**src/rtl/i2c_slave_cfg_parser.sv**
```systemverilog
// i2c_slave_cfg_parser
//
// Turns framed "set slave config" commands from the USB-CDC receive byte
// stream into the slave address and register-address mode used by the I2C
// slave wrapper. Each frame gets a one-byte status reply on the transmit path.
//
// Frame: 5A, CMD, LEN, LEN payload bytes, CHK
//        CHK = (CMD + LEN + payload bytes) mod 256
//
// Status codes: 00 ok, 01 bad checksum, 02 bad length, 03 reserved address,
//               04 inter-byte timeout.
//
// Ports
//   clk                 system clock
//   rst_n               asynchronous active-low reset
//   rx_data / rx_valid  received byte, rx_valid is a single-cycle strobe
//   cfg_slave_address   registered 7-bit slave address
//   cfg_reg_addr_16bit  0 = 8-bit register address, 1 = 16-bit
//   cfg_update          one-cycle pulse when the cfg outputs are rewritten
//   frame_error         one-cycle pulse on any rejected or aborted frame
//   tx_data / tx_valid  status byte and its pending flag
//   tx_ready            downstream accept
//   dbg_state           current parser state (state_t encoding)
//
// Handshake: the status byte transfers on any clock edge where
// tx_valid && tx_ready. tx_data/tx_valid are held stable until then. A newer
// status replaces a pending one (the older is dropped); if the pending one
// is accepted in the same cycle a new one is produced, the new one is loaded
// and tx_valid stays high.
//
// TIMEOUT_CYCLES must be at least 2.

module i2c_slave_cfg_parser #(
  parameter logic [7:0]  CMD_CODE       = 8'h30,
  parameter logic [6:0]  DEFAULT_ADDR   = 7'h50,
  parameter int unsigned MAX_LEN        = 8,
  parameter int unsigned TIMEOUT_CYCLES = 5_000_000
) (
  input  logic       clk,
  input  logic       rst_n,
  input  logic [7:0] rx_data,
  input  logic       rx_valid,
  output logic [6:0] cfg_slave_address,
  output logic       cfg_reg_addr_16bit,
  output logic       cfg_update,
  output logic       frame_error,
  output logic [7:0] tx_data,
  output logic       tx_valid,
  input  logic       tx_ready,
  output logic [2:0] dbg_state
);

  typedef enum logic [2:0] {
    S_SOF     = 3'd0,
    S_CMD     = 3'd1,
    S_LEN     = 3'd2,
    S_PAYLOAD = 3'd3,
    S_CHK     = 3'd4
  } state_t;

  localparam logic [7:0] SOF_BYTE = 8'h5A;

  localparam logic [7:0] ST_OK       = 8'h00;
  localparam logic [7:0] ST_CHECKSUM = 8'h01;
  localparam logic [7:0] ST_LENGTH   = 8'h02;
  localparam logic [7:0] ST_ADDRESS  = 8'h03;
  localparam logic [7:0] ST_TIMEOUT  = 8'h04;

  localparam int TW = (TIMEOUT_CYCLES > 2) ? $clog2(TIMEOUT_CYCLES) : 1;
  // The counter is cleared on the byte edge, so firing while it holds
  // TIMEOUT_CYCLES-2 puts the abort on the edge where it would reach
  // TIMEOUT_CYCLES-1, i.e. TIMEOUT_CYCLES-1 cycles after the last byte.
  localparam logic [TW-1:0] TO_LAST = TW'(TIMEOUT_CYCLES - 2);

  // Parser state
  state_t          state_q, state_d;
  logic [7:0]      cmd_q, cmd_d;
  logic [7:0]      len_q, len_d;
  logic [7:0]      sum_q, sum_d;
  logic [7:0]      cnt_q, cnt_d;
  logic [6:0]      p0_q, p0_d;
  logic            p1_q, p1_d;
  logic [TW-1:0]   to_cnt_q, to_cnt_d;

  // Per-cycle decisions, registered into the outputs below
  logic            status_set;
  logic [7:0]      status_val;
  logic            err_set;
  logic            cfg_set;
  logic            addr_reserved;

  assign dbg_state = state_q;

  // 00-07 and 78-7F are reserved I2C addresses
  assign addr_reserved = (p0_q <= 7'h07) || (p0_q >= 7'h78);

  always_comb begin
    state_d    = state_q;
    cmd_d      = cmd_q;
    len_d      = len_q;
    sum_d      = sum_q;
    cnt_d      = cnt_q;
    p0_d       = p0_q;
    p1_d       = p1_q;
    to_cnt_d   = to_cnt_q;
    status_set = 1'b0;
    status_val = ST_OK;
    err_set    = 1'b0;
    cfg_set    = 1'b0;

    if (rx_valid) begin
      // A byte always beats a timeout that would fire in the same cycle
      to_cnt_d = '0;
      case (state_q)
        S_SOF: begin
          if (rx_data == SOF_BYTE) begin
            state_d = S_CMD;
          end
        end

        S_CMD: begin
          cmd_d   = rx_data;
          sum_d   = rx_data;
          state_d = S_LEN;
        end

        S_LEN: begin
          len_d = rx_data;
          sum_d = sum_q + rx_data;
          cnt_d = '0;
          if (32'(rx_data) > MAX_LEN) begin
            // Error pulses for any command, but only our own gets a reply
            err_set    = 1'b1;
            status_set = (cmd_q == CMD_CODE);
            status_val = ST_LENGTH;
            state_d    = S_SOF;
          end else if (rx_data == 8'd0) begin
            state_d = S_CHK;
          end else begin
            state_d = S_PAYLOAD;
          end
        end

        S_PAYLOAD: begin
          sum_d = sum_q + rx_data;
          if (cnt_q == 8'd0) begin
            p0_d = rx_data[6:0];
          end
          if (cnt_q == 8'd1) begin
            p1_d = rx_data[0];
          end
          cnt_d = cnt_q + 8'd1;
          if (cnt_q == len_q - 8'd1) begin
            state_d = S_CHK;
          end
        end

        S_CHK: begin
          state_d = S_SOF;
          if (rx_data != sum_q) begin
            err_set    = 1'b1;
            status_set = 1'b1;
            status_val = ST_CHECKSUM;
          end else if (cmd_q != CMD_CODE) begin
            // Well-formed frame for another parser: stay silent
            status_set = 1'b0;
          end else if (len_q != 8'd2) begin
            err_set    = 1'b1;
            status_set = 1'b1;
            status_val = ST_LENGTH;
          end else if (addr_reserved) begin
            err_set    = 1'b1;
            status_set = 1'b1;
            status_val = ST_ADDRESS;
          end else begin
            cfg_set    = 1'b1;
            status_set = 1'b1;
            status_val = ST_OK;
          end
        end

        default: begin
          state_d = S_SOF;
        end
      endcase
    end else if (state_q != S_SOF) begin
      if (to_cnt_q == TO_LAST) begin
        to_cnt_d   = '0;
        state_d    = S_SOF;
        err_set    = 1'b1;
        status_set = 1'b1;
        status_val = ST_TIMEOUT;
      end else begin
        to_cnt_d = to_cnt_q + 1'b1;
      end
    end
  end

  always_ff @(posedge clk or negedge rst_n) begin
    if (!rst_n) begin
      state_q  <= S_SOF;
      cmd_q    <= '0;
      len_q    <= '0;
      sum_q    <= '0;
      cnt_q    <= '0;
      p0_q     <= '0;
      p1_q     <= 1'b0;
      to_cnt_q <= '0;
    end else begin
      state_q  <= state_d;
      cmd_q    <= cmd_d;
      len_q    <= len_d;
      sum_q    <= sum_d;
      cnt_q    <= cnt_d;
      p0_q     <= p0_d;
      p1_q     <= p1_d;
      to_cnt_q <= to_cnt_d;
    end
  end

  // Configuration and status outputs
  always_ff @(posedge clk or negedge rst_n) begin
    if (!rst_n) begin
      cfg_slave_address  <= DEFAULT_ADDR;
      cfg_reg_addr_16bit <= 1'b0;
      cfg_update         <= 1'b0;
      frame_error        <= 1'b0;
      tx_data            <= 8'h00;
      tx_valid           <= 1'b0;
    end else begin
      cfg_update  <= cfg_set;
      frame_error <= err_set;
      if (cfg_set) begin
        cfg_slave_address  <= p0_q;
        cfg_reg_addr_16bit <= p1_q;
      end
      if (status_set) begin
        tx_data  <= status_val;
        tx_valid <= 1'b1;
      end else if (tx_ready) begin
        tx_valid <= 1'b0;
      end
    end
  end

endmodule

```
**config.mk**
```make
export PLATFORM = sky130hd
export DESIGN_NAME = i2c_slave_cfg_parser
export DESIGN_NICKNAME = d
export VERILOG_FILES = /design/src/rtl/i2c_slave_cfg_parser.sv
export SDC_FILE = /design/constraint.sdc
export NUM_CORES = 1
export LEC_CHECK = 0
export ABC_AREA = 1
export BUFFER_PORTS_ARGS = -buffer_cell sky130_fd_sc_hd__clkbuf_2
export CAP_MARGIN = 10
export CORE_UTILIZATION = 50
export DETAILED_ROUTE_END_ITERATION = 16
export GPL_TIMING_DRIVEN = 0
export PLACE_DENSITY = 0.68
export REMOVE_ABC_BUFFERS = 1
export SYNTH_ARGS = -nofsm -noshare
export SYNTH_HDL_FRONTEND = slang
export SYNTH_SLANG_ARGS = --single-unit
```
**constraint.sdc**
```tcl
create_clock -name clk -period 2.1 [get_ports clk]
set_input_delay 0.42 -clock clk [delete_from_list [all_inputs] [get_ports clk]]
set_output_delay 0.42 -clock clk [all_outputs]
set_load 0.005 [all_outputs]
```
== After elaboration in Yosys (flattened, before gate mapping) ==
Cells that the tools add are included.
Widths: inputs -> output; s select.
Word-level totals
  flip-flop bits (word level): 85
  bits in latches: 0
  memory bits (writable): 0
  ROM bits: 0
  input bits: 12
  output and inout bits: 22
  word-level logic and storage cells: 97
  memories kept: 0
Cells by class
  $add $sub $neg: 4
  multiply operators: 0
  divide/modulo/power cells: 0
  $lt $le $gt $ge: 3
  eq/ne operators: 14
  shifts and indexed selects: 0
  muxes and demuxes: 44
  bitwise gates (word level): 0
  reductions and logical operators: 18
Operators by type and width (count)
  $mux 23: 3
  $pmux 8 s2: 2
  $mux 3: 9
  $add 23x1->23 const B: 1
  $eq 23x23->1 const B: 1
  $mux 1: 20
  $logic_not 8->1: 2
  $pmux 3 s4: 1
  $mux 2: 5
  $reduce_bool 2->1: 5
  $add 8x1->8 const B: 1
  $add 8x8->8: 1
  $eq 8x1->1 const B: 1
  $eq 8x6->1 const B: 1
  $eq 8x7->1 const B: 1
  $eq 8x8->1: 1
  $gt 8x4->1 const B: 1
  $mux 8: 1
  $ne 8x2->1 const B: 1
  $ne 8x6->1 const B: 1
  $ne 8x8->1: 1
  $reduce_and 2->1: 4
  $sub 8x1->8 const B: 1
  $ge 7x7->1 const B: 1
  other kinds (13): 17

== Longest topological paths before layout ==
  depth in word-level cells: 8
  depth in mapped cells: 14
  mapped depth without buffers: 14

== Least setup slack after synthesis ==
OpenSTA, ideal clock, no wires.
  kind: input to register
  start point: input rx_data[3]
  end point: register cfg_slave_address[5]
  library setup time: 117 ps
  arrival time: 1672 ps
  data required time: 1983 ps
  path slack: 310 ps
  stages: 9
  buffers on the path: 1
  cells stage by stage: ha_1 or2_2 nor2_1 nand3b_1 inv_1 nand2_1 buf_6 nand2_1 o21ai_2
Between the ends
  longest elaborated chain between the ends: 4
Ends and longest elaborated chain
  start: declaration: RTL line 41  | input logic [7:0] rx_data,
  $ne 8x8->1: RTL line 160  | if (rx_data != sum_q) begin
  $mux 1: RTL line 160
  $mux 1: RTL line 114  | case (state_q)
  $mux 1: RTL line 111  | if (rx_valid) begin
  end signal: assignment: RTL line 234  | cfg_slave_address <= p0_q;
  end: declaration: RTL line 43  | output logic [6:0] cfg_slave_address,
Every way passes these cells.
A chain may end at the register's enable or synchronous reset.

== Final worst setup path ==
  start point: register state_q[0] (netlist: dbg_state[0])
  end point: register to_cnt_q[12]
Between the ends
  longest elaborated chain between the ends: 2
Ends and longest elaborated chain
  start: declaration: RTL line 76  | state_t state_q, state_d;
  start signal: assignment: RTL line 210  | state_q <= state_d;
  $reduce_bool 3->1: RTL line 186  | end else if (state_q != S_SOF) begin
  $reduce_bool 2->1 (no line)
  end signal: assignment: RTL line 217  | to_cnt_q <= to_cnt_d;
  end: declaration: RTL line 83  | logic [TW-1:0] to_cnt_q, to_cnt_d;
Every way passes these cells.

==> results_dict.tcl <==
set metrics [dict create \
    wl_met2_mm 5.38 \
    die_h_um 101 \
    synthDistinctLibCells 42 \
    port-buffer-count 28 \
    cts.sinks 80 \
    insertedDiodeCount 0 \
    nFillCells 905 \
    max_freq_mhz 508 \
    vias_per_cell 5.27 \
    critical_path_arrival_ns 2.24 \
    overflow 0 \
    period_share 0.938 \
    rsz0062_at_grt "false" \
    dp_hpwl_mm 8.58 \
    grt_usage 0.239 \
    cts_root_buf "clkbuf_8" \
    nNetsFinal 717 \
    path_cells "nor2_4, inv_2, nor2_2, nand2_2, nand2_1, inv_1, nor3_1" \
    die_w_um 101 \
    vias 4342 \
    cap_violations 0 \
    drt-initial-drc-count 147 \
    async_flop_share 1.00 \
    grt_pass1_wl_mm 18.8 \
    path_class "flop to flop" \
    drive_above_1_share 0.124 \
    ant_nets 0 \
    ys_seq_area_frac 0.410 \
    synth_top_area_share 0.399 \
    required_ns 2.37 \
    synth.top_cells.by_count "nand2_1 (175), inv_1 (87), dfrtp_1 (78)" \
    clock_path_buffers 2 \
    antenna_found_initial 0 \
    avgSynthCellArea_um2 7.41 \
    cp_max_fo 17 \
    slew_headroom 0.658 \
    cts.clk_slew.worst_paths_ns 0.09 \
    ys_top_cells_by_area "dfrtp_1 (40%), nand2_1 (13%), inv_1 (6.7%)" \
    finalSetupViolations 0 \
    cp-start-kind "flop" \
    firstDrtPassIters 5 \
    max_slew.worst_pin.slew_ns 0.511 \
    finalNonFillerCells 824 \
    synth_most_common_cell "nand2_1" \
    ys_warn_count 0 \
    hold_path_class "primary input to async pin" \
    syn-instance-count 660 \
    place_congestion 0.925 \
    routed_wl_mm 11.2 \
    synth_area_mm2 0.00489 \
    cpPeakStageDelay_ns 0.51 \
    slew_violations 0 \
    fin_worst_skew_ns 0.0110 \
    p_leak_nw 2.62 \
    grt_max_degree 50 \
    dr_wl_met3_um 376 \
    end_kind "flop" \
    pwr_density_cell_mw_per_mm2 1060 \
    cp_slowest_cell "dfrtp_1" \
    htree_levels 3 \
    synth_edf_count 0 \
    synth_top_flop_cell "dfrtp_1" \
    cts_tree "built" \
    yosysTopAreaCell "dfrtp_1" \
    pin_count 34 \
    drc 0 \
    core_area_mm2 0.00937 \
    area_delta_synth_final_pct 10.1 \
    dieArea_mm2 0.0102 \
    hold_viol 0 \
    postCtsSetupBuffers 0 \
    cp_top_family "simple AND/OR/NAND/NOR gates" \
    first_global_vias 3982 \
    wire_per_inst_um 13.6 \
    num_rows 35 \
    hold_ws_ns 0.0391 \
    clock_latency_ns 0.36 \
    ir_drop_mv 0.406 \
    start_util 0.522 \
    cts_buffers 9 \
    status "completed" \
    wl_met1_mm 5.17 \
    top_layer_used "met4" \
    synth_seq_cells 80 \
    layout_min_cycle_time_ns 1.97 \
    dp_cells 808 \
    path_buf_inv 2 \
]
[layout by cell type, fill, tap and decap left out, drive strengths merged]
cell,count
o22ai,3
a21o,1
nor2,75
bufinv,2
clkinvlp,2
o211ai,2
a31oi,4
dfrtp,78
ha,14
fa,1
clkbuf,37
xor2,13
o2bb2ai,1
buf,1
nand3,45
xnor2,4
nand3b,3
a21oi,22
inv,93
nand2,180
or2,2
o21a,1
o21ai,62
nand4,23
nor3,12
nor4,3
o21bai,2
conb,5
a21boi,2
dfstp,2
[worst register-to-register path, stage by stage, from the launching register on]
cell and delay (ns):
dfrtp_1 0.51, nor2_4 0.21, inv_2 0.06, nor2_2 0.21, nand2_2 0.28, nand2_1 0.29, inv_1 0.14, nor3_1 0.19
[timing repair]
item	CTS	global route
resized for setup	2	4
endpoints found under the setup margin	9	13
pin swaps	0	0
hold buffers	0	0
[power by group]
part / leakage, nW / internal, mW / switching (mW)
Combinational: 1.44 / 0.778 / 1.39
Clock: 0.114 / 0.695 / 0.635
Sequential: 1.06 / 1.91 / 0.322
Total: 2.62 / 3.38 / 2.35
[metal layers]
layer,vias to the layer above,track usage
met1,2040,0.315
met3,21,0.0305
met2,85,0.395
met5,-,0
met4,0,0.103
li1,2196,-
[metrics by stage]
| stage | utilization | cell area, µm² | setup WS [ns] | setup TNS, ns | power [mW] |
|---|---|---|---|---|---|
| floorplan | - | 4810 | 0.197 | 0 | 3.85 |
| global placement | 0.545 | 5110 | -0.321 | -19.07 | 4.35 |
| detailed placement | 0.549 | 5140 | -0.374 | -2.84 | 4.41 |
| CTS | 0.574 | 5380 | 0.0505 | 0 | 5.75 |
| global route | 0.575 | 5390 | 0.0176 | 0 | 6.20 |
| finish | 0.575 | 5390 | 0.131 | 0 | 5.73 |
[final timing paths]
check | from | endpoint | slack (ns) | cells past startpoint
hold reg to reg | p0_q[2]$_DFFE_PN0P_ | cfg_slave_address[2]$_DFFE_PN0P_ | 0.48 | 2
hold / removal | rst_n | len_q[3]$_DFFE_PN0P_ | 0.04 | 1
setup / recovery | dbg_state[0]$_DFFE_PN0P_ | to_cnt_q[12]$_DFFE_PN0N_ | 0.13 | 7
setup reg to reg | dbg_state[0]$_DFFE_PN0P_ | to_cnt_q[12]$_DFFE_PN0N_ | 0.13 | 7
max in group asynchronous | rst_n | cfg_slave_address[4]$_DFFE_PN1P_ | 1.39 | 2
min in group clk | tx_ready | tx_valid$_DFFE_PN0P_ | 0.27 | 2
[area by class of cell]
class,instances,area [µm²],area share
inverter,90,342,0.0634
timing repair buffer,29,170,0.0316
clock inverter,7,108,0.0200
clock buffer,9,124,0.0230
sequential,80,2000,0.372
tap,129,161,0.0300
multi-input combinational,480,2480,0.460
[cells by family after synthesis]
kind of cell | Yosys count | share of synthesized area
AND/OR/NAND/NOR | 343 | 0.313
other | 1 | 0.000766
buffers and inverters | 104 | 0.0892
flip-flops | 80 | 0.410
AO/OA/AOI/OAI | 100 | 0.117
XOR/XNOR | 17 | 0.0304
adder cells (fa/ha/maj) | 15 | 0.0399
[sequential cells by signal, summed over array words and instances (netlist names)]
name / count
cfg_reg_addr_16bit: 1
cfg_slave_address: 7
cfg_update: 1
cmd_q: 8
cnt_q: 8
dbg_state: 3
frame_error: 1
len_q: 8
p0_q: 7
p1_q: 1
sum_q: 8
to_cnt_q: 23
tx_data: 3
tx_valid: 1
Note: power is estimated with default switching activity, not from simulation.
